File: src/rtl/shader_program_sequencer.sv
`default_nettype none
// ============================================================================
// Module      : shader_program_sequencer
// Description : Owns the shader instruction memory write port. SPI writes are
//               passed straight through; every frames_per_prog_i frames, during
//               vertical blanking, the next preset program is streamed from a
//               synchronous (1-cycle latency) ROM into shader memory. Any SPI
//               strobe or loss of blanking aborts a stream in progress.
// Ports       : clk_i/rst_ni        - pixel clock, async active-low reset
//               next_frame_i        - pulse at start of vertical blanking
//               vblank_i            - high during vertical blanking
//               auto_enable_i       - enables the automatic player
//               frames_per_prog_i   - frames between switches (0 = never)
//               spi_instr/load/shift_i - SPI receiver write port
//               rom_addr_o/rom_data_i  - program ROM, address = {prog, index}
//               mem_instr/load/shift_o - shader memory write port
//               prog_idx_o          - program currently resident
//               busy_o              - streaming (PRIME or STREAM)
//               manual_o            - sticky SPI-activity flag
//               load_done_o         - pulse after a complete stream
// Revision    : 1.0 - initial release
// ============================================================================
module shader_program_sequencer #(
    parameter int NUM_PROGS = 4,
    parameter int PROG_LEN  = 32,
    parameter int ROM_AW    = $clog2(NUM_PROGS * PROG_LEN)
) (
    input  logic                         clk_i,
    input  logic                         rst_ni,
    input  logic                         next_frame_i,
    input  logic                         vblank_i,
    input  logic                         auto_enable_i,
    input  logic [7:0]                   frames_per_prog_i,
    input  logic [7:0]                   spi_instr_i,
    input  logic                         spi_load_i,
    input  logic                         spi_shift_i,
    output logic [ROM_AW-1:0]            rom_addr_o,
    input  logic [7:0]                   rom_data_i,
    output logic [7:0]                   mem_instr_o,
    output logic                         mem_load_o,
    output logic                         mem_shift_o,
    output logic [$clog2(NUM_PROGS)-1:0] prog_idx_o,
    output logic                         busy_o,
    output logic                         manual_o,
    output logic                         load_done_o
);

    localparam int c_PROG_W = $clog2(NUM_PROGS);
    localparam int c_IDX_W  = $clog2(PROG_LEN);
    localparam logic [c_IDX_W-1:0] c_LAST_BEAT = c_IDX_W'(PROG_LEN - 1);

    typedef enum logic [1:0] {
        ST_IDLE   = 2'd0,
        ST_PRIME  = 2'd1,
        ST_STREAM = 2'd2
    } state_t;

    state_t                state_q,  state_d;
    logic [7:0]            fcnt_q,   fcnt_d;
    logic [c_PROG_W-1:0]   prog_q,   prog_d;
    logic [c_PROG_W-1:0]   target_q, target_d;
    logic [c_IDX_W-1:0]    beat_q,   beat_d;
    logic                  manual_q, manual_d;
    logic                  done_q,   done_d;

    logic w_spi_any;
    logic w_count_en;
    logic w_fcnt_hit;
    logic w_trigger;
    logic w_abort;

    // ------------------------------------------------------------------
    // Frame counter, trigger and manual flag
    // ------------------------------------------------------------------
    always_comb begin
        w_spi_any  = spi_load_i | spi_shift_i;
        w_count_en = auto_enable_i & ~manual_q;
        w_fcnt_hit = next_frame_i && (frames_per_prog_i != 8'd0)
                     && (fcnt_q == frames_per_prog_i - 8'd1);
        // An SPI strobe in the trigger cycle wins: the frame is consumed but
        // no stream is started.
        w_trigger  = w_fcnt_hit && w_count_en && !w_spi_any;

        fcnt_d = fcnt_q;
        if (!w_count_en) begin
            fcnt_d = 8'd0;
        end else if (next_frame_i) begin
            fcnt_d = w_fcnt_hit ? 8'd0 : fcnt_q + 8'd1;
        end

        // Setting takes precedence over the clear by auto_enable_i low.
        manual_d = manual_q;
        if (w_spi_any) begin
            manual_d = 1'b1;
        end else if (!auto_enable_i) begin
            manual_d = 1'b0;
        end
    end

    // ------------------------------------------------------------------
    // Stream FSM and write-port mux
    // ------------------------------------------------------------------
    always_comb begin
        state_d     = state_q;
        target_d    = target_q;
        beat_d      = beat_q;
        prog_d      = prog_q;
        done_d      = 1'b0;
        rom_addr_o  = '0;
        mem_instr_o = spi_instr_i;
        mem_load_o  = spi_load_i;
        mem_shift_o = spi_shift_i;
        w_abort     = w_spi_any | ~vblank_i;

        case (state_q)
            ST_IDLE: begin
                // A trigger outside blanking is silently dropped.
                if (w_trigger && vblank_i) begin
                    target_d = prog_q + 1'b1;
                    state_d  = ST_PRIME;
                end
            end
            ST_PRIME: begin
                rom_addr_o = {target_q, {c_IDX_W{1'b0}}};
                beat_d     = '0;
                state_d    = w_abort ? ST_IDLE : ST_STREAM;
            end
            ST_STREAM: begin
                // Address runs one ahead of the beat to cover ROM latency.
                rom_addr_o = {target_q, c_IDX_W'(beat_q + 1'b1)};
                if (w_abort) begin
                    state_d = ST_IDLE;
                end else begin
                    mem_instr_o = rom_data_i;
                    mem_load_o  = 1'b1;
                    mem_shift_o = 1'b1;
                    if (beat_q == c_LAST_BEAT) begin
                        state_d = ST_IDLE;
                        prog_d  = target_q;
                        done_d  = 1'b1;
                    end else begin
                        beat_d = beat_q + 1'b1;
                    end
                end
            end
            default: begin
                state_d = ST_IDLE;
            end
        endcase
    end

    always_ff @(posedge clk_i or negedge rst_ni) begin
        if (!rst_ni) begin
            state_q  <= ST_IDLE;
            fcnt_q   <= 8'd0;
            prog_q   <= '0;
            target_q <= '0;
            beat_q   <= '0;
            manual_q <= 1'b0;
            done_q   <= 1'b0;
        end else begin
            state_q  <= state_d;
            fcnt_q   <= fcnt_d;
            prog_q   <= prog_d;
            target_q <= target_d;
            beat_q   <= beat_d;
            manual_q <= manual_d;
            done_q   <= done_d;
        end
    end

    assign prog_idx_o  = prog_q;
    assign busy_o      = (state_q != ST_IDLE);
    assign manual_o    = manual_q;
    assign load_done_o = done_q;

endmodule
`default_nettype wire

File: config.mk
export PLATFORM = sky130hd
export DESIGN_NAME = shader_program_sequencer
export DESIGN_NICKNAME = d
export VERILOG_FILES = /design/src/rtl/shader_program_sequencer.sv
export SDC_FILE = /design/constraint.sdc
export NUM_CORES = 1
export LEC_CHECK = 0
export CAP_MARGIN = 0
export CORE_MARGIN = 3
export CORE_UTILIZATION = 45
export CTS_CLUSTER_DIAMETER = 100
export DETAILED_ROUTE_END_ITERATION = 8
export GPL_TIMING_DRIVEN = 0
export MAX_ROUTING_LAYER = met4
export PLACE_DENSITY = 0.79
export SYNTH_ARGS = -nofsm -noshare
export SYNTH_HDL_FRONTEND = slang
export SYNTH_SLANG_ARGS = --single-unit
export TNS_END_PERCENT = 100
File: constraint.sdc
create_clock -name clk_i -period 3.2 [get_ports clk_i]
set_input_delay 0.96 -clock clk_i [delete_from_list [all_inputs] [get_ports clk_i]]
set_output_delay 0.96 -clock clk_i [all_outputs]
set_load 0.02 [all_outputs]
# Word-level counts from Yosys, hierarchy flattened
# Cells that the tools add are included.
[totals]
reg_bits = 21
output_inout_bits = 22
[op_classes]
add_sub_neg = 4
n_eq_ne = 10
n_mux = 23
n_bitwise = 6
n_reduce_logical = 14
[op_table]
columns = ["op", "n"]
rows = [
  ["2-to-1 mux 8 bit", 5],
  ["case mux 7 bit (2 select lines)", 1],
  ["2-to-1 mux 5 bit", 2],
  ["case mux 5 bit (2 select lines)", 1],
  ["2-to-1 mux 1 bit", 9],
  ["adder 8 x 1 -> 8 bit, second input constant", 1],
  ["equality test 8 bit", 1],
  ["2-to-1 mux 2 bit", 4],
  ["inequality test 2 bit, second input constant", 4],
  ["nonzero test 8 bit", 1],
  ["subtractor 8 x 1 -> 8 bit, second input constant", 1],
  ["case mux 2 bit (3 select lines)", 1],
  ["AND reduction 3 bit", 2],
  ["adder 5 x 1 -> 5 bit, second input constant", 1],
  ["equality test 5 bit, second input constant", 1],
  ["logical AND 1 bit", 5],
  ["AND reduction 2 bit", 2],
  ["nonzero test 2 bit", 2],
  ["inequality test 3 bit, second input constant", 1],
  ["inverter 1 bit", 3],
  ["adder 2 x 1 -> 2 bit, second input constant", 1],
  ["equality test 2 x 1 -> 1 bit, second input constant", 1],
  ["equality test 2 bit, second input constant", 1],
  ["logical NOT 2 bit", 1],
  ["other kinds (4)", 5],
]

# Logic depth before layout (Yosys ltp)
[logic_depth]
ltp_word = 8
mapped_depth = 10
depth_no_buf = 9

# Least setup slack after synthesis
# No wires, ideal clock.
[synth_path]
path_kind = "input -> output"
from = "input port spi_load_i"
to = "output port mem_instr_o[0]"
arrival_ns = 2.142
required_ns = 2.240
path_slack_ns = 0.098
stages = 4
path_cell_list = "nor3b_1 and2_1 clkbuf_1 mux2_2"
[synth_via]
elab_chain_cells = 4
[synth_rtl]
columns = ["element", "line_no", "text"]
rows = [
  ["from (decl)", "35", "input logic spi_load_i,"],
  ["bitwise OR 1 bit", "76", "w_spi_any = spi_load_i | spi_shift_i;"],
  ["bitwise OR 1 bit", "113", "w_abort = w_spi_any | ~vblank_i;"],
  ["2-to-1 mux 8 bit", "131", "if (w_abort) begin"],
  ["2-to-1 mux 8 bit", "115", "case (state_q)"],
  ["to (decl)", "39", "output logic [7:0] mem_instr_o,"],
]
# Every way passes these cells.

# Worst setup path in the final report
[layout_path]
from = "input port spi_shift_i"
to = "output port mem_instr_o[4]"
[layout_via]
elab_chain_cells = 4
[layout_rtl]
columns = ["element", "line_no", "text"]
rows = [
  ["from (decl)", "36", "input logic spi_shift_i,"],
  ["bitwise OR 1 bit", "76", ""],
  ["bitwise OR 1 bit", "113", ""],
  ["2-to-1 mux 8 bit", "131", ""],
  ["2-to-1 mux 8 bit", "115", ""],
]
# Every way passes these cells.

==> run metrics <==
DRC=0; register area share after synthesis=0.339; # rows=20; Leakage=1.04 nW; Crit Path Max Fanout=5; Max stage delay on crit path=0.30 ns; CP Capture Type=output pin; Ports=53; final net count=276; syn_area_per_cell=8.80 sq um; Port Buffers=51; CP startpoint kind=primary input; Least-Margin Pin Slew=0.945 ns; Max Root-Sink Buffers=2; total number of vias=around 1500; first-pass GRT wire length=around 7 mm; gr usage total=0.217; internal power=about 380 uW; number of enable flip-flop cells after synthesis=0; Slew Viols, Final=0; Clk pwr share=0.258; CP Buf/Inv Count=3; TritonCTS clock tree=yes; Reg area=roughly 530 sq um; Routed Antenna Nets=0; maximum number of pins on one net before global-route repair=22; fraction of registers with async set/reset=1.00; number of global-route vias before repair=1569; Non-Filler Instances=280; initial DRC count=67; Layout area overhead=47.5%; CP delay by family, top=buffers and inverters; Worst Skew=0.0121 ns; slew margin rel.=0.368; final setup fails=0; met1 wire length=1.68 mm; htree depth=1; wire length per cell=14.3 um; Seq pwr share=0.518; DP HPWL=2.99 mm; CP Class=primary input to output pin; R2R setup slack=approximately 0.83 ns; CP max stage cell=mux2_4; die height=64.7 um; CTS clk-pin slew, worst paths=0.13 ns; die area=roughly 0.0042 sq mm; routability congestion estimate=roughly 0.83; most common cell in the synthesized netlist=dfrtp_1; Initial Util=0.487; cells after synthesis=176; Comb power frac=0.224; synthesized flop and latch total=21; initial antenna violation count=0; Layout fillers=263; VDD IR max=0.166 mV; Synth area leader=dfrtp_1; metal2 WL=between 2 and 2.5 mm; crit path time final=3.15 ns; Final Hold Fails=0; Yosys cell types=40; layout cells sized above 1=0.191; data required time at the worst endpoint=2.24 ns; Die Wd=64.7 um; syn nets=215; Multi-input gate area=0.00101 sq mm; most instantiated cells after synthesis=dfrtp_1, nand2_1, inv_1, nor2_1, o21ai_0; Synth area leaders=dfrtp_1, ha_1, mux2_2, nand2_1, xnor2_1; Top FF cell, synth=dfrtp_1; clk sinks=21; ant diodes=0; hold_ws=~0.5 ns; status=completed; GRT overflow=0; P per Cell Area=approximately 230 mW/mm^2; Max Used Layer=met4; fmax=about 320 MHz; DP Cell Count=roughly 270; crit share post-route=0.984; core area=about 0.0032 sq mm; Skew-Pair Late Insertion Delay=slightly above 0.3 ns; max cap viols=0; clock root buffer=clkbuf_4; Pre-antenna DRT Iters=4; Switch Pwr=142 uW; switching share of power=0.272; post-synthesis cell area=0.00155 sq mm; synth warn=0; Synth top area share=0.339; routed wl met3=267 um; CP cell instances=clkdlybuf4s15_1 > nor3b_4 > and2_4 > clkbuf_8 > mux2_4 > buf_6; Num CTS Buffers=3; vias per cell=roughly 5.3; Hold Path Class=flip-flop to flip-flop; final WL=4.01 mm; Final Cell Area=0.00228 sq mm; worst path arrival time=2.19 ns; placed cell area=0.00211 sq mm
[cells in the final DEF (no fill, tap or decap), drive strengths merged, types with 4 or more instances in the layout]
cell           instances
clkbuf                 7
xnor2                  8
clkdlybuf4s50         35
inv                   13
nand2                 20
nand3                  4
dfrtp                 21
xor2                   6
nor2b                  4
nor2                  13
a21oi                  7
nor3                   5
buf                   17
mux2i                  4
ha                     8
mux2                   8
nor3b                  4
o21ai                 11
and3                   4
[final timing paths]
check,start,to,cells past startpoint
worst max-delay path,spi_shift_i,mem_instr_o[4],6
worst min-delay path,beat_q[3]$_DFFE_PN0P_,beat_q[3]$_DFFE_PN0P_,1
worst max register to register,fcnt_q[2]$_DFFE_PN0P_,fcnt_q[5]$_DFFE_PN0P_,9
worst min register to register,beat_q[3]$_DFFE_PN0P_,beat_q[3]$_DFFE_PN0P_,1
max in group asynchronous,rst_ni,fcnt_q[0]$_DFFE_PN0P_,1
min in group asynchronous,rst_ni,prog_idx_o[1]$_DFFE_PN0P_,1
[per-layer routing]
| layer | vias up | global-route usage |
|---|---|---|
| met3 | 2 | 0.0503 |
| met1 | 699 | 0.249 |
| li1 | 731 | - |
| met5 | - | - |
| met2 | 52 | 0.384 |
| met4 | 0 | 0.0554 |
[state kept, by name, summed over array words and instances (netlist names)]
register	flops
prog_idx_o	2
state_q	2
load_done_o	1
target_q	2
manual_o	1
fcnt_q	8
beat_q	5
[stage by stage]
stage	setup slack, ns	util	total power [mW]	TNS, ns
finish	0.0497	0.719	0.521	0
global route	-0.0117	0.719	0.544	-0.0117
CTS	0.000653	0.709	0.522	0
detailed placement	-1.22	0.665	0.382	-13.42
global placement	-1.17	0.665	0.379	-12.27
floorplan	0.0979	-	0.316	0
[power groups by stage]
stage | Sequential [mW] | Combinational [mW] | Clock, mW
4_1_cts | 0.270 | 0.114 | 0.138
2_1_floorplan | 0.275 | 0.0411 | 0
5_1_grt | 0.271 | 0.127 | 0.147
6_report | 0.270 | 0.117 | 0.134
3_5_place_dp | 0.275 | 0.107 | 0
3_3_place_gp | 0.275 | 0.104 | 0
[cells by family after synthesis]
kind of cell	after synthesis	share of synthesized area
AOI/OAI and AO/OA	37	0.163
xor gates and xnor gates	14	0.0792
adders and majority gates	8	0.0646
DFF	21	0.339
and+or+nand+nor	64	0.212
muxes	12	0.0840
buffers and inverters	20	0.0574
[cell type report]
cell class / instances / share of cell area
Tap cell: 44 / 0.0241
Multi-Input combinational cell: 135 / 0.442
Timing Repair Buffer: 57 / 0.245
Buffer: 6 / 0.0252
Clock buffer: 3 / 0.00986
Sequential cell: 21 / 0.230
Clock inverter: 1 / 0.00219
Inverter: 13 / 0.0214
[what timing repair did]
item,CTS,global route
hold buffers,0,0
setup buffers,3,1
gates resized for setup,73,7
pin swaps,1,3
setup endpoints to repair,13,18
cloned,1,1
No activity file was read; power rests on OpenSTA's default activity.
